$ cat config.mk
export PLATFORM = sky130hd
export DESIGN_NAME = frame_buffer_sequencer
export DESIGN_NICKNAME = d
export VERILOG_FILES = /design/src/rtl/frame_buffer_sequencer.sv
export SDC_FILE = /design/constraint.sdc
export NUM_CORES = 1
export LEC_CHECK = 0
export BUFFER_PORTS_ARGS = -buffer_cell sky130_fd_sc_hd__clkbuf_2
export CAP_MARGIN = 20
export CORE_MARGIN = 2
export CORE_UTILIZATION = 43
export DETAILED_ROUTE_END_ITERATION = 6
export PLACE_DENSITY = 0.87
export SLEW_MARGIN = 20
export SYNTH_ARGS = -nofsm -noshare
export SYNTH_HDL_FRONTEND = slang
export SYNTH_SLANG_ARGS = --single-unit
export TNS_END_PERCENT = 50
$ cat constraint.sdc
create_clock -name iCLK -period 2.2 [get_ports iCLK]
set_clock_uncertainty 0.1 [all_clocks]
set_input_delay 0.44 -clock iCLK [delete_from_list [all_inputs] [get_ports iCLK]]
set_output_delay 0.44 -clock iCLK [all_outputs]
set_load 0.1 [all_outputs]
$ cat src/rtl/frame_buffer_sequencer.sv
// frame_buffer_sequencer: waits for a locked NTSC/PAL standard, loads the
// matching SDRAM window addresses, pulses the port reload and then gates the
// write strobe and the odd/even-field read strobes while locked.
module frame_buffer_sequencer #(
  parameter int LOCK_FRAMES = 4,
  parameter int LOAD_CYCLES = 16,
  parameter int ADDR_W      = 23
) (
  input  logic              iCLK,
  input  logic              iRST_N,
  input  logic              iTD_Stable,
  input  logic              iNTSC,
  input  logic              iPAL,
  input  logic              iTD_VS,
  input  logic              iTV_DVAL,
  input  logic              iVGA_Read,
  input  logic              iVGA_Y0,
  output logic              oWR1,
  output logic              oRD1,
  output logic              oRD2,
  output logic              oLOAD,
  output logic [ADDR_W-1:0] oWR1_MAX_ADDR,
  output logic [ADDR_W-1:0] oRD1_ADDR,
  output logic [ADDR_W-1:0] oRD1_MAX_ADDR,
  output logic [ADDR_W-1:0] oRD2_ADDR,
  output logic [ADDR_W-1:0] oRD2_MAX_ADDR,
  output logic [1:0]        oMode,
  output logic              oReady,
  output logic [7:0]        oFrame_Cnt
);

  localparam int LCW = $clog2(LOCK_FRAMES + 1);
  localparam int LW  = $clog2(LOAD_CYCLES + 1);
  localparam logic [LCW-1:0] LOCK_LAST = LCW'(LOCK_FRAMES - 1);
  localparam logic [LCW-1:0] LOCK_FULL = LCW'(LOCK_FRAMES);
  localparam logic [LW-1:0]  LOAD_LAST = LW'(LOAD_CYCLES - 1);

  localparam logic [1:0] MODE_NONE = 2'd0;
  localparam logic [1:0] MODE_NTSC = 2'd1;
  localparam logic [1:0] MODE_PAL  = 2'd2;

  typedef enum logic [1:0] {S_IDLE, S_DETECT, S_LOAD, S_RUN} state_e;

  // One SDRAM window set, as loaded into the port controller.
  typedef struct packed {
    logic [ADDR_W-1:0] wr1_max;
    logic [ADDR_W-1:0] rd1;
    logic [ADDR_W-1:0] rd1_max;
    logic [ADDR_W-1:0] rd2;
    logic [ADDR_W-1:0] rd2_max;
  } addr_set_t;

  localparam addr_set_t ADDR_NTSC = '{
    wr1_max: ADDR_W'(324480), rd1: ADDR_W'(8320),  rd1_max: ADDR_W'(161920),
    rd2:     ADDR_W'(170880), rd2_max: ADDR_W'(324480)};
  localparam addr_set_t ADDR_PAL = '{
    wr1_max: ADDR_W'(368640), rd1: ADDR_W'(26880), rd1_max: ADDR_W'(180480),
    rd2:     ADDR_W'(211200), rd2_max: ADDR_W'(364800)};

  state_e          state_q, state_d;
  logic [1:0]      cand_q, cand_d;
  logic [1:0]      mode_q, mode_d;
  logic [LCW-1:0]  lock_q, lock_d;
  logic [LW-1:0]   load_q, load_d;
  logic [7:0]      fcnt_q, fcnt_d;
  addr_set_t       addr_q, addr_d;
  logic            vs_q;

  logic       std_vld;
  logic [1:0] std;
  logic       fs;
  logic       run;

  // Standard decode: exactly one of NTSC/PAL with a stable decoder.
  assign std_vld = iTD_Stable & (iNTSC ^ iPAL);
  assign std     = iPAL ? MODE_PAL : MODE_NTSC;
  assign fs      = vs_q & ~iTD_VS;

  // Next-state logic; any loss or change of standard after lock drops to IDLE.
  always_comb begin
    state_d = state_q;
    cand_d  = cand_q;
    mode_d  = mode_q;
    lock_d  = lock_q;
    load_d  = load_q;
    fcnt_d  = fcnt_q;
    addr_d  = addr_q;
    unique case (state_q)
      S_IDLE: begin
        mode_d = MODE_NONE;
        if (std_vld) begin
          cand_d  = std;
          lock_d  = '0;
          state_d = S_DETECT;
        end
      end
      S_DETECT: begin
        if (!std_vld) begin
          state_d = S_IDLE;
        end else if (std != cand_q) begin
          // A change in the same cycle as a frame start wins; frame not counted.
          cand_d = std;
          lock_d = '0;
        end else if (fs) begin
          if (lock_q >= LOCK_LAST) begin
            lock_d  = LOCK_FULL;
            load_d  = '0;
            mode_d  = cand_q;
            addr_d  = (cand_q == MODE_PAL) ? ADDR_PAL : ADDR_NTSC;
            state_d = S_LOAD;
          end else begin
            lock_d = lock_q + LCW'(1);
          end
        end
      end
      S_LOAD: begin
        if (!std_vld || std != mode_q) begin
          mode_d  = MODE_NONE;
          state_d = S_IDLE;
        end else if (load_q == LOAD_LAST) begin
          state_d = S_RUN;
        end else begin
          load_d = load_q + LW'(1);
        end
      end
      S_RUN: begin
        if (fs) fcnt_d = fcnt_q + 8'd1;
        if (!std_vld || std != mode_q) begin
          mode_d  = MODE_NONE;
          state_d = S_IDLE;
        end
      end
      default: state_d = S_IDLE;
    endcase
  end

  // State and datapath registers, cleared asynchronously.
  always_ff @(posedge iCLK or negedge iRST_N) begin
    if (!iRST_N) begin
      state_q <= S_IDLE;
      cand_q  <= '0;
      mode_q  <= '0;
      lock_q  <= '0;
      load_q  <= '0;
      fcnt_q  <= '0;
      addr_q  <= '0;
      vs_q    <= 1'b0;
    end else begin
      state_q <= state_d;
      cand_q  <= cand_d;
      mode_q  <= mode_d;
      lock_q  <= lock_d;
      load_q  <= load_d;
      fcnt_q  <= fcnt_d;
      addr_q  <= addr_d;
      vs_q    <= iTD_VS;
    end
  end

  // Gates are combinational off the registered state: no added latency.
  assign run           = (state_q == S_RUN);
  assign oReady        = run;
  assign oLOAD         = (state_q == S_LOAD);
  assign oWR1          = run & iTV_DVAL;
  assign oRD1          = run & iVGA_Read & ~iVGA_Y0;
  assign oRD2          = run & iVGA_Read & iVGA_Y0;
  assign oMode         = mode_q;
  assign oFrame_Cnt    = fcnt_q;
  assign oWR1_MAX_ADDR = addr_q.wr1_max;
  assign oRD1_ADDR     = addr_q.rd1;
  assign oRD1_MAX_ADDR = addr_q.rd1_max;
  assign oRD2_ADDR     = addr_q.rd2;
  assign oRD2_MAX_ADDR = addr_q.rd2_max;

endmodule

==> impl_metrics.py <==
metrics = {
    "clock_network": {
        "ctsHoldBuffers": 0,
        "cts_resized": 0,
        "numCtsBuffers": 3,
        "clkSinkCount": 26,
        "cts.path.max_buffers": 2,
        "path_clk_slew_ns": 0.09,
        "cts_tree": "done",
        "cts-root-buf": "clkbuf_8",
        "cts_setup_buffers": 0,
        "htree_num_levels": 1,
        "clk_latency_ns": 0.27,
    },
    "synth": {
        "yosys.area.top_type": "buf_4",
        "netlist_area_um2": 2180,
        "synth-seq-cells": 26,
        "synth_common_cells": "buf_4 (113), dfrtp_1 (26), inv_1 (8)",
        "yosysTopAreaCellShare_pct": 38.92,
        "synth_area_leaders": "buf_4 (39%), dfrtp_1 (30%), ha_1 (2.9%)",
        "yosys.cell_types.count": 46,
        "synth_most_common_cell": "buf_4",
        "synth_edf_count": 0,
        "yosys_warnings": 0,
        "avgSynthCellArea_um2": 9.354,
        "synthCells": 233,
        "seq_area_frac_synth_pct": 29.85,
        "ys_async_sr_fraction_pct": 100.0,
        "synth_ff_type": "dfrtp_1",
    },
    "global_routing": {
        "grt_start_max_net_pins": 27,
        "met3_usage_pct": 3.347,
        "top_usage_layer": "met2",
        "grtUsageTotal_pct": 11.50,
        "met1_usage_pct": 13.92,
        "grt-ovfl-total": 0,
        "grt_pass1_wl_um": 5023,
        "globalRouteMet2Util_pct": 19.49,
        "grt_pass1_vias": 1066,
        "grt_antenna_before_repair": 0,
    },
    "drt": {
        "drt_wl_total_um": 3319,
        "vias_per_cell": 4.190,
        "vias": 1370,
        "drtIter0Drc": 87,
        "wl_per_cell_um": 10.15,
        "drt_first_pass_iters": 4,
        "post-route-drc-count": 0,
        "postRouteAntennaNets": 0,
    },
    "pwr": {
        "total_leakage_power_nw": 1.191,
        "p_total_mw": 1.424,
        "powerDensity_nw_per_um2": 683.6,
        "ir_worst_vdd_mv": 0.3141,
    },
    "timing": {
        "slew_headroom_pct": 57.56,
        "hold_viol_final": 0,
        "finalSetupTns_ns": 0,
        "rsz0062_at_grt": "false",
        "fmax_ghz": 0.4884,
        "tightest_slew_ns": 0.6366,
        "slew_viol_final": 0,
        "fin_ws_ns": 0.1525,
        "setup_viol": 0,
        "fin_crit_sh_pct": 93.07,
        "finalCriticalPeriod_ns": 2.047,
    },
    "die": {
        "dieArea_um2": 5654,
        "std_cell_rows": 25,
        "ios": 139,
        "start_util_pct": 45.25,
        "die-height_um": 75.20,
        "core_area_um2": 4817,
        "die_w_um": 75.20,
    },
    "flow_run": {
        "cap_violations": 0,
    },
    "worst_setup_path": {
        "crit_path_max_fanout": 8,
        "crit_type": "reg -> out",
        "cp.arrival_ns": 1.51,
        "critPathLaunchType": "register",
        "required_ns": 1.66,
        "crit_path_end_kind": "output pin",
    },
    "worst_hold_path": {
        "hp-class": "in -> async",
    },
    "placed_design": {
        "port-buffer-count": 63,
        "gp_congestion": 0.8402,
        "place_ws_ns": 0.1152,
        "dp_hpwl_um": 2659,
    },
    "finish": {
        "drive_gt1_share_pct": 31.15,
        "fillCellCount": 493,
        "fin_nets": 275,
        "synthToLayoutAreaGrowth_pct": -4.420,
        "antenna_cells": 0,
    },
    "run_status": {
        "status": "complete, no violations",
    },
}
final timing paths:
| path | from | end | slack, ns | cells after the start |
|---|---|---|---|---|
| hold / removal | iRST_N | lock_q[2] | 0.07 | 1 |
| setup reg to reg | lock_q[0] | oRD1_ADDR[11] | 0.16 | 7 |
| setup / recovery | state_q[1] | oLOAD | 0.15 | 2 |
| min in group iCLK | iTD_VS | vs_q | 0.22 | 1 |
| hold reg to reg | load_q[3] | load_q[3] | 0.39 | 1 |
| max in group asynchronous | iRST_N | oMode[1] | 1.49 | 1 |
state kept, by name, summed over array words and instances (netlist names):
register	cells
state_q	2
oMode	2
vs_q	1
load_q	5
cand_q	2
oRD1_ADDR	3
oFrame_Cnt	8
lock_q	3
per-stage QoR:
| step | std cells | cell area, µm² | utilization, % | hold WS, ns |
|---|---|---|---|---|
| global placement | 323 | 2028 | 42.10 | 0.3669 |
| finish | 327 | 2083 | 43.25 | 0.06765 |
| CTS | 327 | 2083 | 43.25 | 0.1021 |
| floorplan | 307 | 2477 | - | 0.04441 |
| global route | 327 | 2083 | 43.25 | 0.1185 |
| detailed placement | 323 | 2028 | 42.10 | 0.3757 |
cell families (layout without fill, tap and decap cells):
group | Yosys count | after routing | share of synthesized area (%)
other cells | 1 | 75 | 0.1721
xor+xnor | 8 | 8 | 3.215
buf+inv | 124 | 77 | 41.22
simple gates | 41 | 41 | 11.94
flops | 26 | 26 | 29.85
compound gates | 24 | 24 | 8.553
fa+ha+maj | 5 | 5 | 2.870
mux | 4 | 4 | 2.181
critical path: stages (launching register included):
cell and delay [ns]:
dfrtp_1 0.49, nor2b_4 0.26, clkbuf_2 0.48
final cells by class:
| cell class | instances | area (µm²) | share of cell area, % |
|---|---|---|---|
| Clock buffer | 4 | 55.05 | 2.643 |
| Inverter | 8 | 30.03 | 1.441 |
| Tap cell | 67 | 83.83 | 4.024 |
| Timing Repair Buffer | 65 | 335.3 | 16.10 |
| Sequential cell | 26 | 653.1 | 31.35 |
| Multi-Input combinational cell | 157 | 925.9 | 44.44 |
layer usage:
metal  part of all wire [%]  wire, µm  vias up
met5                      0         0        -
met4                   0.51        17        0
met3                    8.4       279        2
met2                     51      1678       73
met1                     40      1343      651
li1                       -         -      644
power by group:
group	leakage [nW]	switching [mW]	internal [mW]
Sequential	0.332	0.0169	0.487
Clock	0.0288	0.147	0.160
Combinational	0.831	0.588	0.0247
Total	1.19	0.752	0.672
placed cells by master (no fill, tap or decap), drive strengths merged, types with 3 or more instances in the layout:
master / Yosys / layout
dfrtp: 26 / 26
inv: 8 / 8
mux2: 3 / 3
nor2b: 3 / 3
ha: 5 / 5
nand3: 3 / 3
nand4: 3 / 3
nand2: 6 / 6
clkbuf: 1 / 65
a22o: 4 / 4
nor2: 4 / 4
conb: 1 / 75
and3: 4 / 4
buf: 115 / 4
nand2b: 4 / 4
o21ai: 4 / 4
xnor2: 6 / 6
No activity file was read; power rests on OpenSTA's default activity.
